## src/rtl/seg_display_pkg.sv

```systemverilog
// seg_display_pkg: shared FSM state type, segment masks, buffer digit codes
// and the nibble-to-glyph lookup used by the seven-segment display block.
package seg_display_pkg;

    typedef enum logic [1:0] {
        StIdle,
        StConv,
        StDone
    } conv_state_e;

    // Active-high segment masks, bit0 = A .. bit6 = G, bit7 = DOT.
    localparam logic [7:0] SEG_A   = 8'h01;
    localparam logic [7:0] SEG_B   = 8'h02;
    localparam logic [7:0] SEG_C   = 8'h04;
    localparam logic [7:0] SEG_D   = 8'h08;
    localparam logic [7:0] SEG_E   = 8'h10;
    localparam logic [7:0] SEG_F   = 8'h20;
    localparam logic [7:0] SEG_G   = 8'h40;
    localparam logic [7:0] SEG_DOT = 8'h80;

    localparam logic [7:0] GLYPH_MINUS = SEG_G;
    localparam logic [7:0] GLYPH_BLANK = 8'h00;

    // Display buffer digit code: 0..15 is a nibble value, CODE_MINUS is the dash.
    typedef logic [4:0] code_t;
    localparam code_t CODE_MINUS = 5'h10;

    // Decimal digits needed for a DATA_W-bit unsigned magnitude (valid for 4..16).
    function automatic int unsigned bcd_digits(input int unsigned w);
        return (w * 3) / 10 + 1;
    endfunction

    function automatic logic [7:0] glyph_of(input logic [3:0] nibble);
        logic [7:0] g;
        case (nibble)
            4'h0:    g = SEG_A | SEG_B | SEG_C | SEG_D | SEG_E | SEG_F;
            4'h1:    g = SEG_B | SEG_C;
            4'h2:    g = SEG_A | SEG_B | SEG_D | SEG_E | SEG_G;
            4'h3:    g = SEG_A | SEG_B | SEG_C | SEG_D | SEG_G;
            4'h4:    g = SEG_B | SEG_C | SEG_F | SEG_G;
            4'h5:    g = SEG_A | SEG_C | SEG_D | SEG_F | SEG_G;
            4'h6:    g = SEG_A | SEG_C | SEG_D | SEG_E | SEG_F | SEG_G;
            4'h7:    g = SEG_A | SEG_B | SEG_C;
            4'h8:    g = SEG_A | SEG_B | SEG_C | SEG_D | SEG_E | SEG_F | SEG_G;
            4'h9:    g = SEG_A | SEG_B | SEG_C | SEG_D | SEG_F | SEG_G;
            4'hA:    g = SEG_A | SEG_B | SEG_C | SEG_E | SEG_F | SEG_G;
            4'hB:    g = SEG_C | SEG_D | SEG_E | SEG_F | SEG_G;
            4'hC:    g = SEG_A | SEG_D | SEG_E | SEG_F;
            4'hD:    g = SEG_B | SEG_C | SEG_D | SEG_E | SEG_G;
            4'hE:    g = SEG_A | SEG_D | SEG_E | SEG_F | SEG_G;
            default: g = SEG_A | SEG_E | SEG_F | SEG_G;
        endcase
        return g;
    endfunction

endpackage

```

## src/rtl/seg_display_if.sv

```systemverilog
// seg_display_if: value/mode capture inputs and multiplexed display outputs
// of the seven-segment display block.
interface seg_display_if #(
    parameter int unsigned DATA_W     = 8,
    parameter int unsigned NUM_DIGITS = 4
);
    logic                  enable;
    logic [DATA_W-1:0]     bus;
    logic                  signed_mode;
    logic                  hex_mode;
    logic [7:0]            segments;
    logic [NUM_DIGITS-1:0] digit;
    logic                  busy;

    modport master (
        output enable, bus, signed_mode, hex_mode,
        input  segments, digit, busy
    );

    modport slave (
        input  enable, bus, signed_mode, hex_mode,
        output segments, digit, busy
    );
endinterface

```

## src/rtl/seg_bcd_conv.sv

```systemverilog
// seg_bcd_conv: capture FSM, one-deep pending request and double-dabble
// binary-to-BCD datapath. Emits a one-cycle write strobe towards the display
// buffer: in DONE for decimal results, or straight from IDLE for hex values.
module seg_bcd_conv
    import seg_display_pkg::*;
#(
    parameter int unsigned DATA_W = 8
) (
    input  logic                              cpu_clk,
    input  logic                              rst,
    input  logic                              enable,
    input  logic [DATA_W-1:0]                 bus,
    input  logic                              signed_mode,
    input  logic                              hex_mode,
    output logic                              busy,
    output logic                              wr,
    output logic                              wr_hex,
    output logic                              wr_neg,
    output logic [4*bcd_digits(DATA_W)-1:0]   wr_val
);
    localparam int unsigned BCD_N = bcd_digits(DATA_W);
    localparam int unsigned BCD_W = 4 * BCD_N;
    localparam int unsigned SR_W  = BCD_W + DATA_W;
    localparam int unsigned CNT_W = $clog2(DATA_W);

    conv_state_e       state_q, state_d;
    logic [CNT_W-1:0]  cnt_q, cnt_d;
    logic [SR_W-1:0]   sr_q, sr_d;
    logic              neg_q, neg_d;
    logic              pend_valid_q, pend_valid_d;
    logic [DATA_W-1:0] pend_bus_q, pend_bus_d;
    logic              pend_signed_q, pend_signed_d;
    logic              pend_hex_q, pend_hex_d;

    // A live enable always beats a stored pending request (last write wins).
    logic              req_valid, req_signed, req_hex, req_neg;
    logic [DATA_W-1:0] req_bus, req_mag;
    logic [SR_W-1:0]   step_sr;

    assign req_valid  = enable | pend_valid_q;
    assign req_bus    = enable ? bus : pend_bus_q;
    assign req_signed = enable ? signed_mode : pend_signed_q;
    assign req_hex    = enable ? hex_mode : pend_hex_q;
    assign req_neg    = req_signed & req_bus[DATA_W-1];
    // -2^(DATA_W-1) negates to itself, which is the correct unsigned magnitude.
    assign req_mag    = req_neg ? (~req_bus + DATA_W'(1)) : req_bus;
    assign busy       = (state_q != StIdle);

    // One double-dabble step: add 3 to every BCD nibble >= 5, then shift left.
    always_comb begin
        logic [SR_W-1:0] dab;
        dab = sr_q;
        for (int unsigned k = 0; k < BCD_N; k++) begin
            if (dab[DATA_W + 4*k +: 4] >= 4'd5) begin
                dab[DATA_W + 4*k +: 4] = dab[DATA_W + 4*k +: 4] + 4'd3;
            end
        end
        step_sr = {dab[SR_W-2:0], 1'b0};
    end

    // Next-state, pending register and write-strobe logic.
    always_comb begin
        state_d       = state_q;
        cnt_d         = cnt_q;
        sr_d          = sr_q;
        neg_d         = neg_q;
        pend_valid_d  = pend_valid_q;
        pend_bus_d    = pend_bus_q;
        pend_signed_d = pend_signed_q;
        pend_hex_d    = pend_hex_q;
        wr            = 1'b0;
        wr_hex        = 1'b0;
        wr_neg        = neg_q;
        wr_val        = sr_q[SR_W-1:DATA_W];

        unique case (state_q)
            StIdle: begin
                if (req_valid) begin
                    pend_valid_d = 1'b0;
                    if (req_hex) begin
                        wr     = 1'b1;
                        wr_hex = 1'b1;
                        wr_neg = 1'b0;
                        wr_val = BCD_W'(req_bus);
                    end else begin
                        sr_d    = SR_W'(req_mag);
                        neg_d   = req_neg;
                        cnt_d   = '0;
                        state_d = StConv;
                    end
                end
            end
            StConv: begin
                sr_d  = step_sr;
                cnt_d = cnt_q + 1'b1;
                if (cnt_q == CNT_W'(DATA_W - 1)) begin
                    state_d = StDone;
                end
                if (enable) begin
                    pend_valid_d  = 1'b1;
                    pend_bus_d    = bus;
                    pend_signed_d = signed_mode;
                    pend_hex_d    = hex_mode;
                end
            end
            StDone: begin
                wr      = 1'b1;
                state_d = StIdle;
                if (req_valid) begin
                    if (req_hex) begin
                        // The write port is taken this cycle; IDLE replays the hex request.
                        if (enable) begin
                            pend_valid_d  = 1'b1;
                            pend_bus_d    = bus;
                            pend_signed_d = signed_mode;
                            pend_hex_d    = hex_mode;
                        end
                    end else begin
                        pend_valid_d = 1'b0;
                        sr_d         = SR_W'(req_mag);
                        neg_d        = req_neg;
                        cnt_d        = '0;
                        state_d      = StConv;
                    end
                end
            end
            default: state_d = StIdle;
        endcase
    end

    // State and datapath registers; reset abandons any conversion in flight.
    always_ff @(posedge cpu_clk or posedge rst) begin
        if (rst) begin
            state_q       <= StIdle;
            cnt_q         <= '0;
            sr_q          <= '0;
            neg_q         <= 1'b0;
            pend_valid_q  <= 1'b0;
            pend_bus_q    <= '0;
            pend_signed_q <= 1'b0;
            pend_hex_q    <= 1'b0;
        end else begin
            state_q       <= state_d;
            cnt_q         <= cnt_d;
            sr_q          <= sr_d;
            neg_q         <= neg_d;
            pend_valid_q  <= pend_valid_d;
            pend_bus_q    <= pend_bus_d;
            pend_signed_q <= pend_signed_d;
            pend_hex_q    <= pend_hex_d;
        end
    end

endmodule

```

## src/rtl/seg_display_mux.sv

```systemverilog
// seg_display_mux: multiplexed seven-segment display of a captured bus value
// in decimal (optionally signed) or hex. Holds the display buffer, overflow
// and minus placement, leading-zero blanking, refresh prescaler and the
// registered segment/digit outputs.
// Build option: define SEG_DISPLAY_LZB_EN to blank leading zero digits.
module seg_display_mux
    import seg_display_pkg::*;
#(
    parameter int unsigned DATA_W      = 8,
    parameter int unsigned NUM_DIGITS  = 4,
    parameter int unsigned REFRESH_DIV = 1024
) (
    input logic        cpu_clk,
    input logic        rst,
    seg_display_if.slave dsp
);
    localparam int unsigned BCD_W   = 4 * bcd_digits(DATA_W);
    localparam int unsigned EXT_W   = (BCD_W > 4 * NUM_DIGITS) ? BCD_W : 4 * NUM_DIGITS;
    localparam int unsigned EXT_N   = EXT_W / 4;
    localparam int unsigned PRESC_W = $clog2(REFRESH_DIV);
    localparam int unsigned IDX_W   = $clog2(NUM_DIGITS);

    logic             conv_busy, wr, wr_hex, wr_neg;
    logic [BCD_W-1:0] wr_val;

    seg_bcd_conv #(
        .DATA_W (DATA_W)
    ) u_conv (
        .cpu_clk     (cpu_clk),
        .rst         (rst),
        .enable      (dsp.enable),
        .bus         (dsp.bus),
        .signed_mode (dsp.signed_mode),
        .hex_mode    (dsp.hex_mode),
        .busy        (conv_busy),
        .wr          (wr),
        .wr_hex      (wr_hex),
        .wr_neg      (wr_neg),
        .wr_val      (wr_val)
    );

    code_t                 buf_q [NUM_DIGITS];
    code_t                 buf_d [NUM_DIGITS];
    logic [EXT_W-1:0]      val_ext;
    int unsigned           cap;
    logic                  ovf;
    logic [NUM_DIGITS-1:0] blank;
    logic [PRESC_W-1:0]    presc_q, presc_d;
    logic [IDX_W-1:0]      idx_q, idx_d;
    logic [NUM_DIGITS-1:0] digit_q, digit_d;
    logic [7:0]            seg_q, seg_d;
    logic                  tc;
    code_t                 sel_code;

    // Buffer update: decimal results with minus/overflow handling, or raw hex nibbles.
    always_comb begin
        buf_d   = buf_q;
        val_ext = EXT_W'(wr_val);
        cap     = wr_neg ? NUM_DIGITS - 1 : NUM_DIGITS;
        ovf     = 1'b0;
        for (int unsigned k = 0; k < EXT_N; k++) begin
            if (k >= cap && val_ext[4*k +: 4] != 4'd0) begin
                ovf = 1'b1;
            end
        end
        if (wr) begin
            for (int unsigned i = 0; i < NUM_DIGITS; i++) begin
                if (!wr_hex && ovf) begin
                    buf_d[i] = CODE_MINUS;
                end else if (!wr_hex && wr_neg && i == NUM_DIGITS - 1) begin
                    buf_d[i] = CODE_MINUS;
                end else begin
                    buf_d[i] = {1'b0, val_ext[4*i +: 4]};
                end
            end
        end
    end

    // Leading-zero blanking over the next buffer contents; digit 0 always shows.
    always_comb begin
        blank = '0;
`ifdef SEG_DISPLAY_LZB_EN
        begin
            logic lead;
            lead = 1'b1;
            for (int i = NUM_DIGITS - 1; i >= 0; i--) begin
                if (i != 0 && lead && buf_d[i] == 5'd0) begin
                    blank[i] = 1'b1;
                end
                // A leading minus sign does not end the run of leading zeros.
                lead = lead && (buf_d[i] == 5'd0 || buf_d[i] == CODE_MINUS);
            end
        end
`else
        blank = '0;
`endif
    end

    // Refresh scan and glyph select for the digit that is selected after this edge.
    always_comb begin
        tc       = (presc_q == PRESC_W'(REFRESH_DIV - 1));
        presc_d  = tc ? '0 : presc_q + 1'b1;
        idx_d    = idx_q;
        digit_d  = digit_q;
        if (tc) begin
            idx_d   = (idx_q == IDX_W'(NUM_DIGITS - 1)) ? '0 : idx_q + 1'b1;
            digit_d = {digit_q[NUM_DIGITS-2:0], digit_q[NUM_DIGITS-1]};
        end
        sel_code = buf_d[idx_d];
        if (blank[idx_d]) begin
            seg_d = GLYPH_BLANK;
        end else if (sel_code == CODE_MINUS) begin
            seg_d = GLYPH_MINUS;
        end else begin
            seg_d = glyph_of(sel_code[3:0]);
        end
        seg_d = seg_d & ~SEG_DOT;
    end

    // Buffer, scan and output registers; segments and digit update on the same edge.
    always_ff @(posedge cpu_clk or posedge rst) begin
        if (rst) begin
            buf_q   <= '{default: '0};
            presc_q <= '0;
            idx_q   <= '0;
            digit_q <= NUM_DIGITS'(1);
            seg_q   <= glyph_of(4'h0);
        end else begin
            buf_q   <= buf_d;
            presc_q <= presc_d;
            idx_q   <= idx_d;
            digit_q <= digit_d;
            seg_q   <= seg_d;
        end
    end

    assign dsp.segments = seg_q;
    assign dsp.digit    = digit_q;
    assign dsp.busy     = conv_busy;

endmodule

```

## src/flat_wrapper.sv

```systemverilog
// flat-port wrapper written by rule: the top's interface ports become plain ports
module seg_display_mux_flat import seg_display_pkg::*;
#(
    parameter int unsigned DATA_W      = 8,
    parameter int unsigned NUM_DIGITS  = 4,
    parameter int unsigned REFRESH_DIV = 1024
)
  (cpu_clk, rst, dsp_enable, dsp_bus, dsp_signed_mode, dsp_hex_mode, dsp_segments, dsp_digit, dsp_busy);
  seg_display_if #(.DATA_W(DATA_W), .NUM_DIGITS(NUM_DIGITS)) dsp_i ();
  input logic cpu_clk;
  input logic rst;
  input wire logic [$bits(dsp_i.enable)-1:0] dsp_enable;
  input wire logic [$bits(dsp_i.bus)-1:0] dsp_bus;
  input wire logic [$bits(dsp_i.signed_mode)-1:0] dsp_signed_mode;
  input wire logic [$bits(dsp_i.hex_mode)-1:0] dsp_hex_mode;
  output wire logic [$bits(dsp_i.segments)-1:0] dsp_segments;
  output wire logic [$bits(dsp_i.digit)-1:0] dsp_digit;
  output wire logic [$bits(dsp_i.busy)-1:0] dsp_busy;
  assign dsp_i.enable = dsp_enable;
  assign dsp_i.bus = dsp_bus;
  assign dsp_i.signed_mode = dsp_signed_mode;
  assign dsp_i.hex_mode = dsp_hex_mode;
  assign dsp_segments = dsp_i.segments;
  assign dsp_digit = dsp_i.digit;
  assign dsp_busy = dsp_i.busy;
  seg_display_mux #(.DATA_W(DATA_W), .NUM_DIGITS(NUM_DIGITS), .REFRESH_DIV(REFRESH_DIV)) u_core (.cpu_clk(cpu_clk), .rst(rst), .dsp(dsp_i));
endmodule
```

## config.mk

```make
export PLATFORM = sky130hd
export DESIGN_NAME = seg_display_mux_flat
export DESIGN_NICKNAME = d
export VERILOG_FILES = /design/src/rtl/seg_display_pkg.sv /design/src/rtl/seg_display_if.sv /design/src/rtl/seg_bcd_conv.sv /design/src/rtl/seg_display_mux.sv /design/src/flat_wrapper.sv
export SDC_FILE = /design/constraint.sdc
export NUM_CORES = 1
export LEC_CHECK = 0
export CORE_AREA = 2 2 114 116
export CTS_CLUSTER_SIZE = 40
export DETAILED_ROUTE_END_ITERATION = 7
export DIE_AREA = 0 0 116 118
export HOLD_SLACK_MARGIN = 0.03
export PLACE_DENSITY = 0.49
export RECOVER_POWER = 25
export SLEW_MARGIN = 20
export SYNTH_ARGS = -nofsm -noshare
export SYNTH_HDL_FRONTEND = slang
export SYNTH_SLANG_ARGS = --single-unit
```

## constraint.sdc

```tcl
create_clock -name cpu_clk -period 4.2 [get_ports cpu_clk]
set_clock_uncertainty 0.2 [all_clocks]
set_input_delay 0.84 -clock cpu_clk [delete_from_list [all_inputs] [get_ports cpu_clk]]
set_output_delay 0.84 -clock cpu_clk [all_outputs]
set_load 0.03 [all_outputs]
```

Word-level counts from Yosys, hierarchy flattened

Memories as Yosys holds them, arrays and structs flattened.
Cells that the tools add are included.

Bits in registers: 80
Bits in read-only memories: 112
Bits of input ports: 13
Output and inout port bits: 13
Word-level logic and storage cells: 133
Memories kept: 1

Add/subtract/negate cells: 7
Order comparisons: 8
Equal/unequal tests: 13
Mux-type cells: 63
Bitwise operators: 5
Reductions and logical operators: 20

Memory list:

| name             | depth | width | read ports | clocked after Yosys merged registers in | write ports | line                  | source |
|---|---|---|---|---|---|---|---|
| (name not given) | 16    | 7     | 1          | 0                                       | 0           | seg_display_pkg.sv:35 | `case (nibble)` |

Operators by type and width:

| cell                  | number |
|---|---|
| $ge 1x32->1 const A   | 2 |
| $mux 20               | 3 |
| $pmux 20 s2           | 1 |
| $mux 12               | 3 |
| $mux 5                | 7 |
| $ge 2x32->1 const A   | 1 |
| $mux 8                | 4 |
| $mux 1                | 22 |
| $pmux 8 s2            | 1 |
| $reduce_and 3->1      | 5 |
| $mux 7                | 2 |
| $ge 4x3->1 const B    | 3 |
| $mux 3                | 4 |
| $ne 2x2->1 const B    | 6 |
| $reduce_bool 4->1     | 3 |
| $add 10x1->10 const B | 1 |
| $bmux 5 s2            | 1 |
| $eq 10x10->1 const B  | 1 |
| $mux 10               | 1 |
| $mux 2                | 5 |
| $add 4x2->4 const B   | 2 |
| $add 8x1->8 const B   | 1 |
| $mux 4                | 2 |
| $not 8->8             | 1 |
| 25 further kinds      | 34 |

Logic depth before layout (Yosys ltp)

Gate-level depths: netlist of run 1.

Depth in word-level cells: 19
Mapped depth: 13
Depth with buffers taken out: 12

By module

From an unflattened synthesis of run 1, not the netlist that was laid out.

Cells, all modules: 444
Area, all modules: 4494.3 um2

Modules (own cells, without submodules):

| module          | times used | cells an instance | area each (um2) | sequential area each (um2) |
|---|---|---|---|---|
| seg_bcd_conv    | 1          | 265               | 2427.3          | 925.9 |
| seg_display_mux | 1          | 179               | 2067.0          | 1084.8 |

Worst setup path before layout of run 1

OpenSTA, ideal clock, no wires.

Path kind: in2reg
Start: input dsp_enable
End: register u_core.seg_q[1] (netlist: u_core.dsp.segments[1])
Library setup time: 0.085 ns
Data arrival time: 3.120 ns
Data required time: 3.915 ns
Path slack: 0.795 ns
Cell stages on the path: 12
Path buffers: 2
Cells stage by stage: buf_2 > and3b_1 > o21ai_4 > buf_2 > mux2i_1 > mux2i_1 > mux2_2 > ha_1 > inv_1 > o22ai_1 > mux2_2 > o221ai_1

RTL lines:

| item                 | line                   | source |
|---|---|---|
| start, declared      | flat_wrapper.sv:12     | `input wire logic [$bits(dsp_i.enable)-1:0] dsp_enable;` |
| end signal, assigned | seg_display_mux.sv:127 | `seg_q <= glyph_of(4'h0);` |
| end signal, assigned | seg_display_mux.sv:133 | `seg_q <= seg_d;` |
| end, declared        | seg_display_mux.sv:51  | `logic [7:0] seg_q, seg_d;` |

==> impl_metrics.csv, run 1 <==
group,metric,value,unit
timing,tightest_slew,2.06,ns
timing,relSlewSlack,-38.0,%
timing,post-route-period-util,84.3,%
global_routing,grtUsageMet3,2.88,%
clock_network,cts-resized-gates,0,
clock_network,cts_tree,"done",
final_layout,syn2layout_area_growth,19.3,%
timing,fmax,282,MHz
logic_synthesis,synth_common_cells,"73 x dfrtp_1, 44 x nand2_1, 44 x nor2_1",
logic_synthesis,synth-edff-count,0,
placed_design,pre_cts_ws,0.306,ns
logic_synthesis,synth.area.top_cells,"dfrtp_1 42%, mux2i_1 9.1%, ha_1 6.4%, dfstp_2 4.3%, nand2_1 3.8%",
floorplanning,dieArea,0.0137,sq mm
global_routing,grt_pass1_wl,16400,microns
clock_network,cts_root_buf,"clkbuf_16",
hold_path,hold_class,"flip-flop to flip-flop",
logic_synthesis,synth_cell_type_count,55,
detailed_routing,drtAntennaViolNets,0,
floorplanning,die_x,116,microns
logic_synthesis,synth.largest_area_cell,"dfrtp_1",
floorplanning,die_y,118,microns
power,p_int,2.11,mW
detailed_routing,vias,3089,
logic_synthesis,ys_warn_count,0,
clock_network,clk_pin_slew_worst_paths,0.06,ns
logic_synthesis,synth_top_cell_area_share,42.4,%
logic_synthesis,synth-main-ff-cell,"dfrtp_1",
timing,drv_slew,45,
placed_design,dpl-instance-area,0.00482,sq mm
timing,period_minus_slack,3.54,ns
power,comb_power_share,40.2,%
final_layout,drive_above_1_share,13.4,%
global_routing,grtUsageTotal,15.5,%
power,p_sw,1.23,mW
timing,tns,0,ns
timing,hold_violations,0,
global_routing,met1_usage,22.3,%
timing,finalSetupViolations,0,
logic_synthesis,syn_area,0.00431,sq mm
outcome,violations,"max-capacitance violations, max-slew violations",
placed_design,hpwl,6960,microns
final_layout,diodes,0,
logic_synthesis,netlist_instances,429,
floorplanning,core-area,0.0124,sq mm
setup_path,crit_type,"input pin to flip-flop",
power,p_clk_share,25.5,%
final_layout,fin_cells,642,
global_routing,grt_max_degree,45,
global_routing,met2_usage,22.5,%
clock_network,clock-sinks,80,
power,pwr-share-seq,34.3,%
placed_design,post-place-cells,626,
power,irDropWorstVdd,0.000344,V
global_routing,antenna_found_initial,0,
setup_path,rr_startpoint,"u_core.presc_q[0]",
final_layout,nFillCells,1249,
clock_network,numCtsBuffers,9,
setup_path,start_kind,"input pin",
logic_synthesis,synthArstFlopShare,100,%
setup_path,cp.arrival,3.60,ns
clock_network,htree_levels,3,
placed_design,gp_congestion,0.824,
clock_network,worstSkewPairLatency,0.34,ns
clock_network,post_cts.repair.setup_buffers,0,
global_routing,busiest_layer,"met2",
logic_synthesis,ys_ff_latch,80,
detailed_routing,dr.pass1.iters,4,
final_layout,fin_area,0.00514,sq mm
setup_path,required,4.25,ns
power,swShare,36.8,%
floorplanning,initial_core_util,34.7,%
hold_path,worstHoldPathCells,2,
clock_network,clockBufferDepth,2,
setup_path,r2r_setup_slack,0.67,ns
floorplanning,row_count,41,
timing,setup_ws,0.659,ns
flow_run,maxCapViolCount,1,
logic_synthesis,syn_nets,464,
detailed_routing,drc_errors,0,
detailed_routing,via_per_inst,4.81,
global_routing,grt_pass1_vias,3079,
hold_path,hold_end,"u_core.u_conv.sr_q[1]",
detailed_routing,avgRoutedWirePerCell,14.9,microns
outcome,outcome,"finished with violations",
detailed_routing,initialDrtViolationCount,111,
setup_path,r2r.worst_path.cells,12,
logic_synthesis,yosysMostFrequentCell,"dfrtp_1",
final_layout,final_nets,500,
setup_path,reg2reg_to,"u_core.dsp.segments[1]",
logic_synthesis,yosysSeqAreaShare,46.6,%
global_routing,gr-total-overflow,0,
timing,rsz0062_at_grt,"no",
setup_path,endpoint_kind,"flip-flop",
detailed_routing,wirelength,9550,microns
power,power.density,649,mW/mm^2
hold_path,worstHoldStart,"u_core.u_conv.sr_q[1]",
floorplanning,pin_count,26,
logic_synthesis,syn_avg_cell_area,10.1,sq um
placed_design,portBuffers,24,
clock_network,cts_hold_buf,0,
power,p_leak,2.33,nW
setup_path,cp_max_fo,12,
## layout by cell type, fill, tap and decap left out, types with 10 or more instances in the layout
master / instances
a21oi_1: 29
o21ai_0: 32
buf_4: 19
inv_1: 16
nand2_1: 44
dfrtp_1: 73
clkdlybuf4s50_1: 23
nor2_1: 44
mux2i_1: 39
ha_1: 22
nand3_1: 10
## critical path: stages
cell	delay, ns
clkdlybuf4s50_1	0.53
and3b_1	0.24
o21ai_4	0.32
mux2i_1	0.28
mux2i_1	0.12
o211a_1	0.27
ha_1	0.25
inv_1	0.08
o22ai_1	0.15
mux2_2	0.31
o221ai_1	0.18
## flip-flops by register name, summed over array words and instances, names as in the netlist
name,count
u_core.u_conv.pend_signed_q,1
u_core.idx_q,2
u_core.u_conv.state_q,2
u_core.presc_q,10
u_core.u_conv.neg_q,1
u_core.u_conv.pend_valid_q,1
u_core.u_conv.sr_q,20
u_core.dsp.segments,7
u_core.u_conv.pend_bus_q,8
u_core.buf_q,20
u_core.dsp.digit,4
u_core.u_conv.pend_hex_q,1
u_core.u_conv.cnt_q,3
## through the flow
stage / power [mW] / util (%) / hold WS (ns)
detailed placement: 2.51 / 38.9 / 0.274
finish: 3.34 / 41.4 / 0.279
floorplan: 2.12 / - / 0.245
global placement: 2.49 / 38.9 / 0.262
global route: 3.59 / 41.4 / 0.316
CTS: 3.38 / 41.4 / 0.288
## how the worst max path moves through the flow
stage | slack (ns) | from | to
floorplan | 0.79 | dsp_enable | u_core.dsp.segments[1]
global placement | 0.36 | dsp_enable | u_core.dsp.segments[4]
detailed placement | 0.31 | dsp_enable | u_core.dsp.segments[1]
CTS | 0.63 | dsp_enable | u_core.dsp.segments[1]
global route | 0.35 | u_core.presc_q[0] | u_core.dsp.segments[1]
finish | 0.66 | dsp_enable | u_core.dsp.segments[1]
## power by group through the flow
| stage | clock (mW) | combinational (mW) | sequential (mW) |
|---|---|---|---|
| 2_1_floorplan | 0 | 0.938 | 1.18 |
| 3_3_place_gp | 0 | 1.34 | 1.16 |
| 3_5_place_dp | 0 | 1.35 | 1.16 |
| 4_1_cts | 0.875 | 1.35 | 1.15 |
| 5_1_grt | 0.905 | 1.52 | 1.17 |
| 6_report | 0.852 | 1.34 | 1.14 |
## metal layers
metal / share of wire (%) / up-vias
li1: - / 1561
met1: 51 / 1481
met4: 2.2 / 0
met2: 45 / 34
met3: 2.6 / 13
met5: 0 / -
## area by class of cell
cell class | instances | area (sq um) | area share, %
clock buffers | 10 | 239 | 4.65
clock inverters | 6 | 82.6 | 1.61
inverters | 19 | 75.1 | 1.46
multi-input cells | 312 | 2140 | 41.6
flip-flops and latches | 80 | 2010 | 39.1
well taps | 172 | 215 | 4.18
repair buffers | 43 | 383 | 7.45
## kinds of logic after synthesis
family,share of synthesized area [%]
simple gates,14.1
compound gates,13.1
flops,46.6
mux,12.9
buf+inv,3.74
fa+ha+maj,6.38
xor+xnor,3.05
other cells,0.0870
(Power assumes the default switching activity.)
==> run 2: changes to the inputs <==
==> constraint.sdc (replaced) <==
create_clock -name cpu_clk -period 3.3 [get_ports cpu_clk]
set_clock_uncertainty 0.2 [all_clocks]
set_input_delay 0.66 -clock cpu_clk [delete_from_list [all_inputs] [get_ports cpu_clk]]
set_output_delay 0.66 -clock cpu_clk [all_outputs]
set_load 0.03 [all_outputs]
==> run 2 against run 1 <==
  * The flow now finishes without violations
  * Clock-buffer cell count did not move
  * Register-to-register slack worse by 0.52 ns
  * Sequential power grew 28%
  * Sequential share of layout area fell by 1.6 points
  * Highest routed layer unchanged
==> impl_metrics.csv, run 2 (synthesized netlist as in run 1, its figures left out) <==
group,metric,value,unit
timing,finalSetupViolations,0,
detailed_routing,vias,3158,
floorplanning,pin_count,26,
setup_path,endpoint_kind,"flip-flop",
final_layout,diodes,0,
detailed_routing,dr.pass1.iters,4,
floorplanning,core-area,0.0124,sq mm
power,power.density,822,mW/mm^2
global_routing,grt_pass1_vias,3140,
outcome,outcome,"complete, no violations",
final_layout,final_common_cell,"dfrtp_1",
timing,tightest_slew,1.29,ns
floorplanning,die_y,118,microns
final_layout,final_nets,525,
setup_path,r2r.worst_path.cells,12,
timing,fmax,314,MHz
setup_path,start_kind,"input pin",
placed_design,pre_cts_ws,-0.265,ns
clock_network,clockBufferDepth,2,
power,irDropWorstVdd,0.000376,V
timing,rsz0062_at_grt,"yes",
clock_network,clk_pin_slew_worst_paths,0.06,ns
timing,post-route-period-util,96.4,%
placed_design,portBuffers,24,
placed_design,hpwl,7090,microns
clock_network,worstSkewPairLatency,0.34,ns
setup_path,cp.arrival,3.23,ns
global_routing,grt_pass1_wl,16400,microns
timing,drv_slew,0,
detailed_routing,drtAntennaViolNets,0,
timing,hold_violations,0,
flow_run,maxCapViolCount,0,
floorplanning,die_x,116,microns
setup_path,cp_max_fo,8,
clock_network,cts_root_buf,"clkbuf_16",
floorplanning,row_count,41,
floorplanning,initial_core_util,34.7,%
timing,tns,0,ns
hold_path,hold_class,"flip-flop to flip-flop",
global_routing,gr-total-overflow,0,
timing,period_minus_slack,3.18,ns
setup_path,required,3.35,ns
setup_path,reg2reg_to,"u_core.dsp.segments[4]",
placed_design,gp_congestion,0.802,
setup_path,crit_type,"input pin to flip-flop",
clock_network,clock-sinks,80,
global_routing,antenna_found_initial,0,
final_layout,mostFrequentLayoutCells,"73 x dfrtp_1, 44 x nand2_1, 44 x nor2_1",
detailed_routing,drc_errors,0,
hold_path,hold_end,"u_core.presc_q[8]",
global_routing,grt_max_degree,35,
detailed_routing,via_per_inst,4.73,
detailed_routing,initialDrtViolationCount,122,
clock_network,numCtsBuffers,9,
detailed_routing,avgRoutedWirePerCell,14.3,microns
power,p_leak,2.45,nW
hold_path,worstHoldStart,"u_core.presc_q[8]",
hold_path,worstHoldPathCells,1,
global_routing,grtUsageTotal,15.3,%
final_layout,syn2layout_area_growth,24.2,%
clock_network,cts_tree,"done",
final_layout,drive_above_1_share,18.2,%
floorplanning,dieArea,0.0137,sq mm
setup_path,rr_startpoint,"u_core.presc_q[0]",
timing,setup_ws,0.120,ns
final_layout,multiInputGateArea,0.00215,sq mm
detailed_routing,wirelength,9550,microns
timing,relSlewSlack,13.5,%
final_layout,reg_top3,"u_core.buf_q: 20 flops, u_core.u_conv.sr_q: 20 flops, u_core.presc_q: 10 flops",
clock_network,cts_hold_buf,0,
final_layout,final-seq-area,0.00201,sq mm
clock_network,htree_levels,3,
final_layout,nFillCells,1246,
setup_path,r2r_setup_slack,0.15,ns
[run 2: cell types whose count changed in the layout (fill, tap and decap cells not counted)]
cell,change
buf_12,+1
and4_1,-1
o22ai_4,+1
clkbuf_2,+1
buf_4,+23
and4_4,+1
o22ai_1,-1
[run 2: report_power, final]
part / internal [mW] / switching [mW]
Combinational: 0.842 / 1.02
Clock: 0.679 / 0.404
Sequential: 1.28 / 0.177
[run 2: metal layers]
layer	track usage (%)	vias up	routed length (microns)
met3	2.52	12	284
met5	0	-	0
met2	21.3	35	4070
met1	23.7	1503	5080
met4	5.21	0	119
li1	-	1608	-
[run 2: cell type report]
type	count	share of cell area (%)
clock buffers	10	4.46
clock inverters	6	1.54
inverters	19	1.40
multi-input cells	312	40.2
flip-flops and latches	80	37.5
well taps	172	4.02
repair buffers	68	10.8
[run 2: worst max-delay path, stage by stage]
cell	delay, ns
clkdlybuf4s50_1	0.51
and3b_1	0.23
o21ai_4	0.27
mux2i_1	0.28
mux2i_1	0.12
o211a_1	0.24
ha_1	0.23
nand3_1	0.13
o22ai_4	0.11
mux2_2	0.28
o221ai_1	0.16
[run 2: how the worst max path moves through the flow]
| stage | from | to | slack [ns] | depth (start not counted) |
|---|---|---|---|---|
| floorplan | dsp_enable | u_core.dsp.segments[1] | 0.07 | 12 |
| detailed placement | dsp_enable | u_core.dsp.segments[1] | -0.26 | 11 |
| global route | dsp_enable | u_core.dsp.segments[4] | -0.004 | 11 |
| finish | dsp_enable | u_core.dsp.segments[1] | 0.12 | 11 |
| global placement | dsp_enable | u_core.dsp.segments[4] | -0.21 | 11 |
| CTS | u_core.presc_q[0] | u_core.dsp.segments[4] | 0.03 | 12 |
[run 2: repair_timing]
action | in CTS | in global routing
setup buffers | 0 | 1
setup endpoints to repair | 0 | 5
gates resized for setup | 0 | 2
[run 2: per-stage QoR]
step	hold WS, ns	cells	area [sq um]	util, %	power [mW]
global route	0.296	667	5360	43.1	4.75
CTS	0.276	666	5350	43.1	4.45
detailed placement	0.264	650	5030	40.5	3.35
global placement	0.259	650	5030	40.5	3.32
floorplan	0.245	429	4310	-	2.70
finish	0.276	667	5360	43.1	4.40
